`config.mk`:
```
export PLATFORM = sky130hd
export DESIGN_NAME = wb_retire_stage_flat
export DESIGN_NICKNAME = d
export VERILOG_FILES = /design/src/rtl/wb_retire_stage_if.sv /design/src/rtl/wb_retire_stage.sv /design/src/flat_wrapper.sv
export SDC_FILE = /design/constraint.sdc
export NUM_CORES = 1
export LEC_CHECK = 0
export BUFFER_PORTS_ARGS = -buffer_cell sky130_fd_sc_hd__buf_2
export CAP_MARGIN = 0
export CORE_ASPECT_RATIO = 2
export CORE_MARGIN = 2
export CORE_UTILIZATION = 56
export DETAILED_ROUTE_END_ITERATION = 8
export PLACE_DENSITY = 0.8
export REMOVE_ABC_BUFFERS = 1
export SYNTH_ARGS = -nofsm -noshare
export SYNTH_HDL_FRONTEND = slang
export SYNTH_SLANG_ARGS = --single-unit
```
`constraint.sdc`:
```
create_clock -name clk -period 5.1 [get_ports clk]
set_clock_uncertainty 0.2 [all_clocks]
set_input_delay 0.255 -clock clk [delete_from_list [all_inputs] [get_ports clk]]
set_output_delay 0.255 -clock clk [all_outputs]
set_load 0.05 [all_outputs]
```
`src/rtl/wb_retire_stage_if.sv`:
```
// M-stage inputs, register-file write port and retire-queue handshake of wb_retire_stage.
// With WB_PERF_EN defined the bundle also carries the 64-bit instret counter.
interface wb_retire_stage_if #(
  parameter int XLEN = 32
);
  logic            m_to_w_valid;
  logic            w_allow_in;
  logic [6:0]      M_opcode;
  logic [4:0]      M_rd;
  logic [XLEN-1:0] M_valE;
  logic [XLEN-1:0] m_valM;
  logic [XLEN-1:0] M_default_pc;
  logic [XLEN-1:0] M_cur_pc;
  logic [31:0]     M_instr;
  logic            M_commit;
  logic [XLEN-1:0] M_pred_pc;

  logic            w_valid;
  logic            rf_we;
  logic [4:0]      rf_waddr;
  logic [XLEN-1:0] rf_wdata;

  logic            retire_valid;
  logic            retire_ready;
  logic [XLEN-1:0] retire_pc;
  logic [31:0]     retire_instr;
  logic [XLEN-1:0] retire_pred_pc;
  logic            halt;
`ifdef WB_PERF_EN
  logic [63:0]     instret;
`endif

  modport master (
    output m_to_w_valid, M_opcode, M_rd, M_valE, m_valM, M_default_pc,
           M_cur_pc, M_instr, M_commit, M_pred_pc, retire_ready,
    input  w_allow_in, w_valid, rf_we, rf_waddr, rf_wdata, retire_valid,
           retire_pc, retire_instr, retire_pred_pc, halt
`ifdef WB_PERF_EN
    , input instret
`endif
  );

  modport slave (
    input  m_to_w_valid, M_opcode, M_rd, M_valE, m_valM, M_default_pc,
           M_cur_pc, M_instr, M_commit, M_pred_pc, retire_ready,
    output w_allow_in, w_valid, rf_we, rf_waddr, rf_wdata, retire_valid,
           retire_pc, retire_instr, retire_pred_pc, halt
`ifdef WB_PERF_EN
    , output instret
`endif
  );
endinterface

```
`src/rtl/wb_retire_stage.sv`:
```
// RV32I write-back stage: W register, opcode-based write-back select, DEPTH-entry retire queue, sticky ebreak halt.
// Optional macro WB_PERF_EN adds a 64-bit instret counter bumped once per retire-queue pop.
module wb_retire_stage #(
  parameter int XLEN  = 32,
  parameter int DEPTH = 4,
  parameter int CNT_W = 3
) (
  input logic              clk,
  input logic              rst_n,
  wb_retire_stage_if.slave bus
);
  localparam int PTR_W = CNT_W - 1;

  localparam logic [31:0] EBREAK    = 32'h0010_0073;
  localparam logic [6:0]  OP_LOAD   = 7'b0000011;
  localparam logic [6:0]  OP_STORE  = 7'b0100011;
  localparam logic [6:0]  OP_BRANCH = 7'b1100011;
  localparam logic [6:0]  OP_JAL    = 7'b1101111;
  localparam logic [6:0]  OP_JALR   = 7'b1100111;
  localparam logic [6:0]  OP_SYSTEM = 7'b1110011;

  typedef struct packed {
    logic [XLEN-1:0] pc;
    logic [31:0]     instr;
    logic [XLEN-1:0] pred_pc;
  } rec_t;

  typedef struct packed {
    logic [6:0]      opcode;
    logic [4:0]      rd;
    logic [XLEN-1:0] val_e;
    logic [XLEN-1:0] val_m;
    logic [XLEN-1:0] default_pc;
  } w_reg_t;

  w_reg_t           w_q, w_d;
  logic             w_valid_q, w_valid_d;
  logic             halt_q, halt_d;
  logic [PTR_W-1:0] wr_ptr_q, wr_ptr_d;
  logic [PTR_W-1:0] rd_ptr_q, rd_ptr_d;
  logic [CNT_W-1:0] count_q, count_d;
  rec_t             mem_q [DEPTH];
`ifdef WB_PERF_EN
  logic [63:0]      instret_q, instret_d;
`endif

  logic             retire_valid;
  logic             pop;
  logic             allow;
  logic             accept;
  logic             push;
  rec_t             head;
  logic [XLEN-1:0]  wb_data;
  logic             writes_rd;

  // A full queue still accepts when the head leaves on the same edge.
  always_comb begin
    retire_valid = (count_q != '0);
    pop          = retire_valid && bus.retire_ready;
    allow        = !halt_q && ((count_q < CNT_W'(DEPTH)) || pop);
    accept       = bus.m_to_w_valid && allow;
    push         = accept && bus.M_commit;
  end

  always_comb begin
    // NOTE: every signal gets its default first, so no path through the block leaves one unassigned and no latch is inferred.
    w_d       = w_q;
    w_valid_d = accept;
    halt_d    = halt_q;
    wr_ptr_d  = wr_ptr_q;
    rd_ptr_d  = rd_ptr_q;
    count_d   = count_q;

    if (accept) begin
      w_d.opcode     = bus.M_opcode;
      w_d.rd         = bus.M_rd;
      w_d.val_e      = bus.M_valE;
      w_d.val_m      = bus.m_valM;
      w_d.default_pc = bus.M_default_pc;
      if (bus.M_instr == EBREAK) begin
        halt_d = 1'b1;
      end
    end

    if (push) begin
      wr_ptr_d = wr_ptr_q + PTR_W'(1);
    end
    if (pop) begin
      rd_ptr_d = rd_ptr_q + PTR_W'(1);
    end

    case ({push, pop})
      2'b10:   count_d = count_q + CNT_W'(1);
      2'b01:   count_d = count_q - CNT_W'(1);
      default: count_d = count_q;
    endcase
  end

`ifdef WB_PERF_EN
  always_comb begin
    instret_d = pop ? instret_q + 64'd1 : instret_q;
  end
`endif

  // NOTE: state flops use non-blocking assignments so every flop samples the values from before the edge.
  always_ff @(posedge clk or negedge rst_n) begin
    if (!rst_n) begin
      w_q       <= '0;
      w_valid_q <= 1'b0;
      halt_q    <= 1'b0;
      wr_ptr_q  <= '0;
      rd_ptr_q  <= '0;
      count_q   <= '0;
`ifdef WB_PERF_EN
      instret_q <= '0;
`endif
    end else begin
      w_q       <= w_d;
      w_valid_q <= w_valid_d;
      halt_q    <= halt_d;
      wr_ptr_q  <= wr_ptr_d;
      rd_ptr_q  <= rd_ptr_d;
      count_q   <= count_d;
`ifdef WB_PERF_EN
      instret_q <= instret_d;
`endif
    end
  end

  // NOTE: queue storage is deliberately not reset; count and pointers decide which entries are live and the head is masked when empty.
  always_ff @(posedge clk) begin
    if (push) begin
      mem_q[wr_ptr_q] <= {bus.M_cur_pc, bus.M_instr, bus.M_pred_pc};
    end
  end

  always_comb begin
    wb_data = w_q.val_e;
    case (w_q.opcode)
      OP_LOAD:         wb_data = w_q.val_m;
      OP_JAL, OP_JALR: wb_data = w_q.default_pc;
      default:         ;
    endcase

    writes_rd = 1'b1;
    case (w_q.opcode)
      OP_STORE, OP_BRANCH, OP_SYSTEM: writes_rd = 1'b0;
      default:                        ;
    endcase
  end

  assign head = mem_q[rd_ptr_q];

  assign bus.w_allow_in     = allow;
  assign bus.w_valid        = w_valid_q;
  assign bus.rf_we          = w_valid_q && (w_q.rd != 5'd0) && writes_rd;
  assign bus.rf_waddr       = w_q.rd;
  assign bus.rf_wdata       = wb_data;
  assign bus.retire_valid   = retire_valid;
  assign bus.retire_pc      = retire_valid ? head.pc      : '0;
  assign bus.retire_instr   = retire_valid ? head.instr   : '0;
  assign bus.retire_pred_pc = retire_valid ? head.pred_pc : '0;
  assign bus.halt           = halt_q;
`ifdef WB_PERF_EN
  assign bus.instret        = instret_q;
`endif
endmodule

```
`src/flat_wrapper.sv`:
```
// flat-port wrapper written by rule: the top's interface ports become plain ports
module wb_retire_stage_flat 
#(
  parameter int XLEN  = 32,
  parameter int DEPTH = 4,
  parameter int CNT_W = 3
)
  (clk, rst_n, bus_m_to_w_valid, bus_M_opcode, bus_M_rd, bus_M_valE, bus_m_valM, bus_M_default_pc, bus_M_cur_pc, bus_M_instr, bus_M_commit, bus_M_pred_pc, bus_retire_ready, bus_w_allow_in, bus_w_valid, bus_rf_we, bus_rf_waddr, bus_rf_wdata, bus_retire_valid, bus_retire_pc, bus_retire_instr, bus_retire_pred_pc, bus_halt);
  wb_retire_stage_if #(.XLEN(XLEN)) bus_i ();
  input logic clk;
  input logic rst_n;
  input wire logic [$bits(bus_i.m_to_w_valid)-1:0] bus_m_to_w_valid;
  input wire logic [$bits(bus_i.M_opcode)-1:0] bus_M_opcode;
  input wire logic [$bits(bus_i.M_rd)-1:0] bus_M_rd;
  input wire logic [$bits(bus_i.M_valE)-1:0] bus_M_valE;
  input wire logic [$bits(bus_i.m_valM)-1:0] bus_m_valM;
  input wire logic [$bits(bus_i.M_default_pc)-1:0] bus_M_default_pc;
  input wire logic [$bits(bus_i.M_cur_pc)-1:0] bus_M_cur_pc;
  input wire logic [$bits(bus_i.M_instr)-1:0] bus_M_instr;
  input wire logic [$bits(bus_i.M_commit)-1:0] bus_M_commit;
  input wire logic [$bits(bus_i.M_pred_pc)-1:0] bus_M_pred_pc;
  input wire logic [$bits(bus_i.retire_ready)-1:0] bus_retire_ready;
  output wire logic [$bits(bus_i.w_allow_in)-1:0] bus_w_allow_in;
  output wire logic [$bits(bus_i.w_valid)-1:0] bus_w_valid;
  output wire logic [$bits(bus_i.rf_we)-1:0] bus_rf_we;
  output wire logic [$bits(bus_i.rf_waddr)-1:0] bus_rf_waddr;
  output wire logic [$bits(bus_i.rf_wdata)-1:0] bus_rf_wdata;
  output wire logic [$bits(bus_i.retire_valid)-1:0] bus_retire_valid;
  output wire logic [$bits(bus_i.retire_pc)-1:0] bus_retire_pc;
  output wire logic [$bits(bus_i.retire_instr)-1:0] bus_retire_instr;
  output wire logic [$bits(bus_i.retire_pred_pc)-1:0] bus_retire_pred_pc;
  output wire logic [$bits(bus_i.halt)-1:0] bus_halt;
  assign bus_i.m_to_w_valid = bus_m_to_w_valid;
  assign bus_i.M_opcode = bus_M_opcode;
  assign bus_i.M_rd = bus_M_rd;
  assign bus_i.M_valE = bus_M_valE;
  assign bus_i.m_valM = bus_m_valM;
  assign bus_i.M_default_pc = bus_M_default_pc;
  assign bus_i.M_cur_pc = bus_M_cur_pc;
  assign bus_i.M_instr = bus_M_instr;
  assign bus_i.M_commit = bus_M_commit;
  assign bus_i.M_pred_pc = bus_M_pred_pc;
  assign bus_i.retire_ready = bus_retire_ready;
  assign bus_w_allow_in = bus_i.w_allow_in;
  assign bus_w_valid = bus_i.w_valid;
  assign bus_rf_we = bus_i.rf_we;
  assign bus_rf_waddr = bus_i.rf_waddr;
  assign bus_rf_wdata = bus_i.rf_wdata;
  assign bus_retire_valid = bus_i.retire_valid;
  assign bus_retire_pc = bus_i.retire_pc;
  assign bus_retire_instr = bus_i.retire_instr;
  assign bus_retire_pred_pc = bus_i.retire_pred_pc;
  assign bus_halt = bus_i.halt;
  wb_retire_stage #(.XLEN(XLEN), .DEPTH(DEPTH), .CNT_W(CNT_W)) u_core (.clk(clk), .rst_n(rst_n), .bus(bus_i));
endmodule
```
==> impl_results.md <==
- Worst setup path category: reg -> out
- I/O Buffers: 346
- Synthesis Warnings: 0
- Post-CTS setup buffers: 0
- Commonest non-fill, non-tap cells in the layout: edfxtp_1, buf_2, dlygate4sd3_1
- Commonest non-fill, non-tap cell in the layout: edfxtp_1
- Vias in the first global route: 13.4k
- I/O Pins: 347
- First-pass GRT wire length: 73900 um
- Antenna violations before repair: 1
- Initial Util: 0.566
- Residual DRC: 0
- RSZ-0062 raised after global routing: no
- Worst rel slew slack: 0.251
- Drt total wl: 47900 um
- Crit end category: primary output
- Share of cells above drive strength 1: 0.406
- CTS tree: yes
- Worst setup margin: 1.51 ns
- Required @ worst endpoint: 4.64 ns
- Hold Crit Class: in -> async
- Avg Synthesized Cell Area: 19.1 um^2
- DR vias/cell: 5.71
- First DRT Iteration DRCs: 727
- WP data arrival: 3.14 ns
- Core area: 35600 um^2
- H-tree Lvls: 2
- Setup violations, final: 0
- GRT Util Overall: 0.253
- GP Congestion: 0.788
- Reg-to-Reg Start: u_core.count_q[0]$_DFFE_PN0P_
- Vias: 11.9k
- Post-CTS Resized: 0
- CP max FO: 70
- Antenna cells: 0
- Clock buffer depth: 3
- FMAX: 278 MHz
- Num CTS Buffers: 42
- Fillers: 2104
- Crit path launch type: flop
- DR WL/cell: 23.0 um
- Dpl ws: 1.86 ns
- Clock root cell: clkbuf_16
- Reg-to-Reg End: u_core.count_q[2]$_DFFE_PN0P_
- FF-to-FF setup slack: 1.87 ns
- Minimum clock period: 3.59 ns
- DIE HEIGHT: 272 um
- DPL Wire Length: 28300 um
- Mapped Area: 20100 um^2
- Clock sinks: 501
- Leak: 9.76 nW
- DIE AREA: 37600 um^2
- Overall Power: 12.3 mW
- Row cnt: 98
- Netlist cell types: 36
- Status: complete, no violations
- R2r worst-path depth: 9
- VDD IR max: 658 uV
- Final Non-Filler Cells: 2085
- Max-slew violation count: 0
- Worst Tran Pin Value: 1.12 ns
- Detail Route Antenna Nets: 0
- Skew-Pair Late Insertion Delay: 0.54 ns
- Syn Inst Count: 1055
- Die W: 138 um
- Area Overhead vs Synth: 27.7%
- Post-synthesis sequential area ratio: 0.718
- Layout Nets: 1817
- Cell count after placement: 1800
- DR pass1 iterations: 5
- Setup TNS: 0 ns
- Final Cycle Share: 0.705
- GR Overflow Total: 0
- Largest net degree at the start of global routing: 74
- CTS clk-pin slew, worst paths: 0.07 ns
- Final hold violation count: 0
- Register bit total from synthesis: 501
- Max-Cap Viols: 0
- Pwr dens: 477 nW/um^2
## routing by layer
| metal | up-vias | track usage | wire length [um] |
|---|---|---|---|
| met1 | 6069 | 0.281 | 16800 |
| met3 | 124 | 0.0480 | 2680 |
| met2 | 490 | 0.466 | 26200 |
| met5 | - | 0 | 16 |
| li1 | 5212 | - | - |
| met4 | 2 | 0.121 | 2170 |
## flip-flops by register name, indices dropped and copies added (netlist names)
signal and flops:
u_core.bus.halt 1, u_core.bus.rf_waddr 5, u_core.bus.w_valid 1, u_core.count_q 3, u_core.mem_q 384, u_core.rd_ptr_q 2
u_core.w_q 103, u_core.wr_ptr_q 2
## worst max-delay path by stage
stage,start,to,cells after the start
6_report,u_core.rd_ptr_q[1]$_DFFE_PN0P_,bus_retire_instr[26],4
5_1_grt,u_core.rd_ptr_q[1]$_DFFE_PN0P_,bus_retire_instr[26],4
4_1_cts,u_core.rd_ptr_q[1]$_DFFE_PN0P_,bus_retire_instr[26],4
3_5_place_dp,u_core.count_q[0]$_DFFE_PN0P_,u_core.count_q[2]$_DFFE_PN0P_,9
3_3_place_gp,u_core.count_q[0]$_DFFE_PN0P_,u_core.count_q[2]$_DFFE_PN0P_,9
2_1_floorplan,u_core.bus.halt$_DFFE_PN0P_,u_core.mem_q[0][0]$_DFFE_PP_,2
## repair_timing
item / in CTS / in global routing
endpoints found under the setup margin: 0 / 0
hold endpoints to repair: 568 / 0
hold buffers: 208 / 0
## worst max-delay path, cell delays in order, from the launching register on
cell,delay (ns)
dfrtp_4,1.11
buf_4,0.54
mux4_2,0.36
and2_1,0.22
buf_2,0.23
## power breakdown
group / leakage (nW) / switching, mW / internal, mW / total, mW
registers: 4.95 / 0.269 / 4.46 / 4.73
logic: 4.15 / 2.79 / 1.50 / 4.29
clock network: 0.662 / 1.42 / 1.83 / 3.24
## metrics by stage
step	utilization	instance area, um^2	hold WS [ns]
floorplan	-	19700	-0.241
global placement	0.626	22200	0.246
detailed placement	0.626	22200	0.259
CTS	0.723	25700	0.213
global route	0.723	25700	0.259
finish	0.723	25700	0.257
## cell families (layout without fill, tap and decap cells)
kind of cell / Yosys count / in the layout / share of synthesized area
muxes: 206 / 206 / 0.169
adders and majority gates: 6 / 6 / 0.00410
and+or+nand+nor: 190 / 190 / 0.0563
DFF: 501 / 501 / 0.718
buffers and inverters: 111 / 691 / 0.0269
AOI/OAI and AO/OA: 35 / 35 / 0.0228
xor gates and xnor gates: 6 / 6 / 0.00261
## cells in the mapped netlist
library cell / instances / area share
nand3_1: 66 / 0.016
xnor2_1: 4 / 0.0017
xor2_1: 2 / 0.00087
buf_12: 1 / 0.00099
nor2b_2: 1 / 0.00044
buf_6: 3 / 0.0017
o2111ai_1: 1 / 0.00044
nor4b_1: 2 / 0.00087
edfxtp_1: 384 / 0.57
o211a_1: 1 / 0.00050
or3_1: 1 / 0.00031
or4_1: 1 / 0.00037
mux4_2: 96 / 0.11
and4b_1: 1 / 0.00050
buf_2: 24 / 0.0060
fa_1: 1 / 0.00099
o311ai_0: 2 / 0.00087
mux2_2: 109 / 0.061
ha_1: 5 / 0.0031
o311ai_1: 10 / 0.0044
nor4bb_1: 3 / 0.0015
nand4_1: 2 / 0.00062
nor3_4: 1 / 0.00081
o41ai_1: 1 / 0.00044
clkbuf_1: 28 / 0.0052
nor4_1: 4 / 0.0012
dfrtp_1: 117 / 0.15
and3_1: 4 / 0.0012
and2_1: 100 / 0.031
inv_1: 40 / 0.0075
mux2i_1: 1 / 0.00050
nor2_1: 2 / 0.00037
buf_4: 15 / 0.0056
o311ai_2: 20 / 0.016
nor3_1: 1 / 0.00025
nand2b_1: 1 / 0.00031
## area by class of cell
type,instances,area (um^2),share of cell area
timing repair buffer,574,3980,0.155
tap,450,563,0.0219
inverter,40,150,0.00584
clock buffer,54,1130,0.0440
clock inverter,23,238,0.00925
sequential,501,14500,0.563
multi-input combinational,443,5170,0.201
No activity file was read; power rests on OpenSTA's default activity.
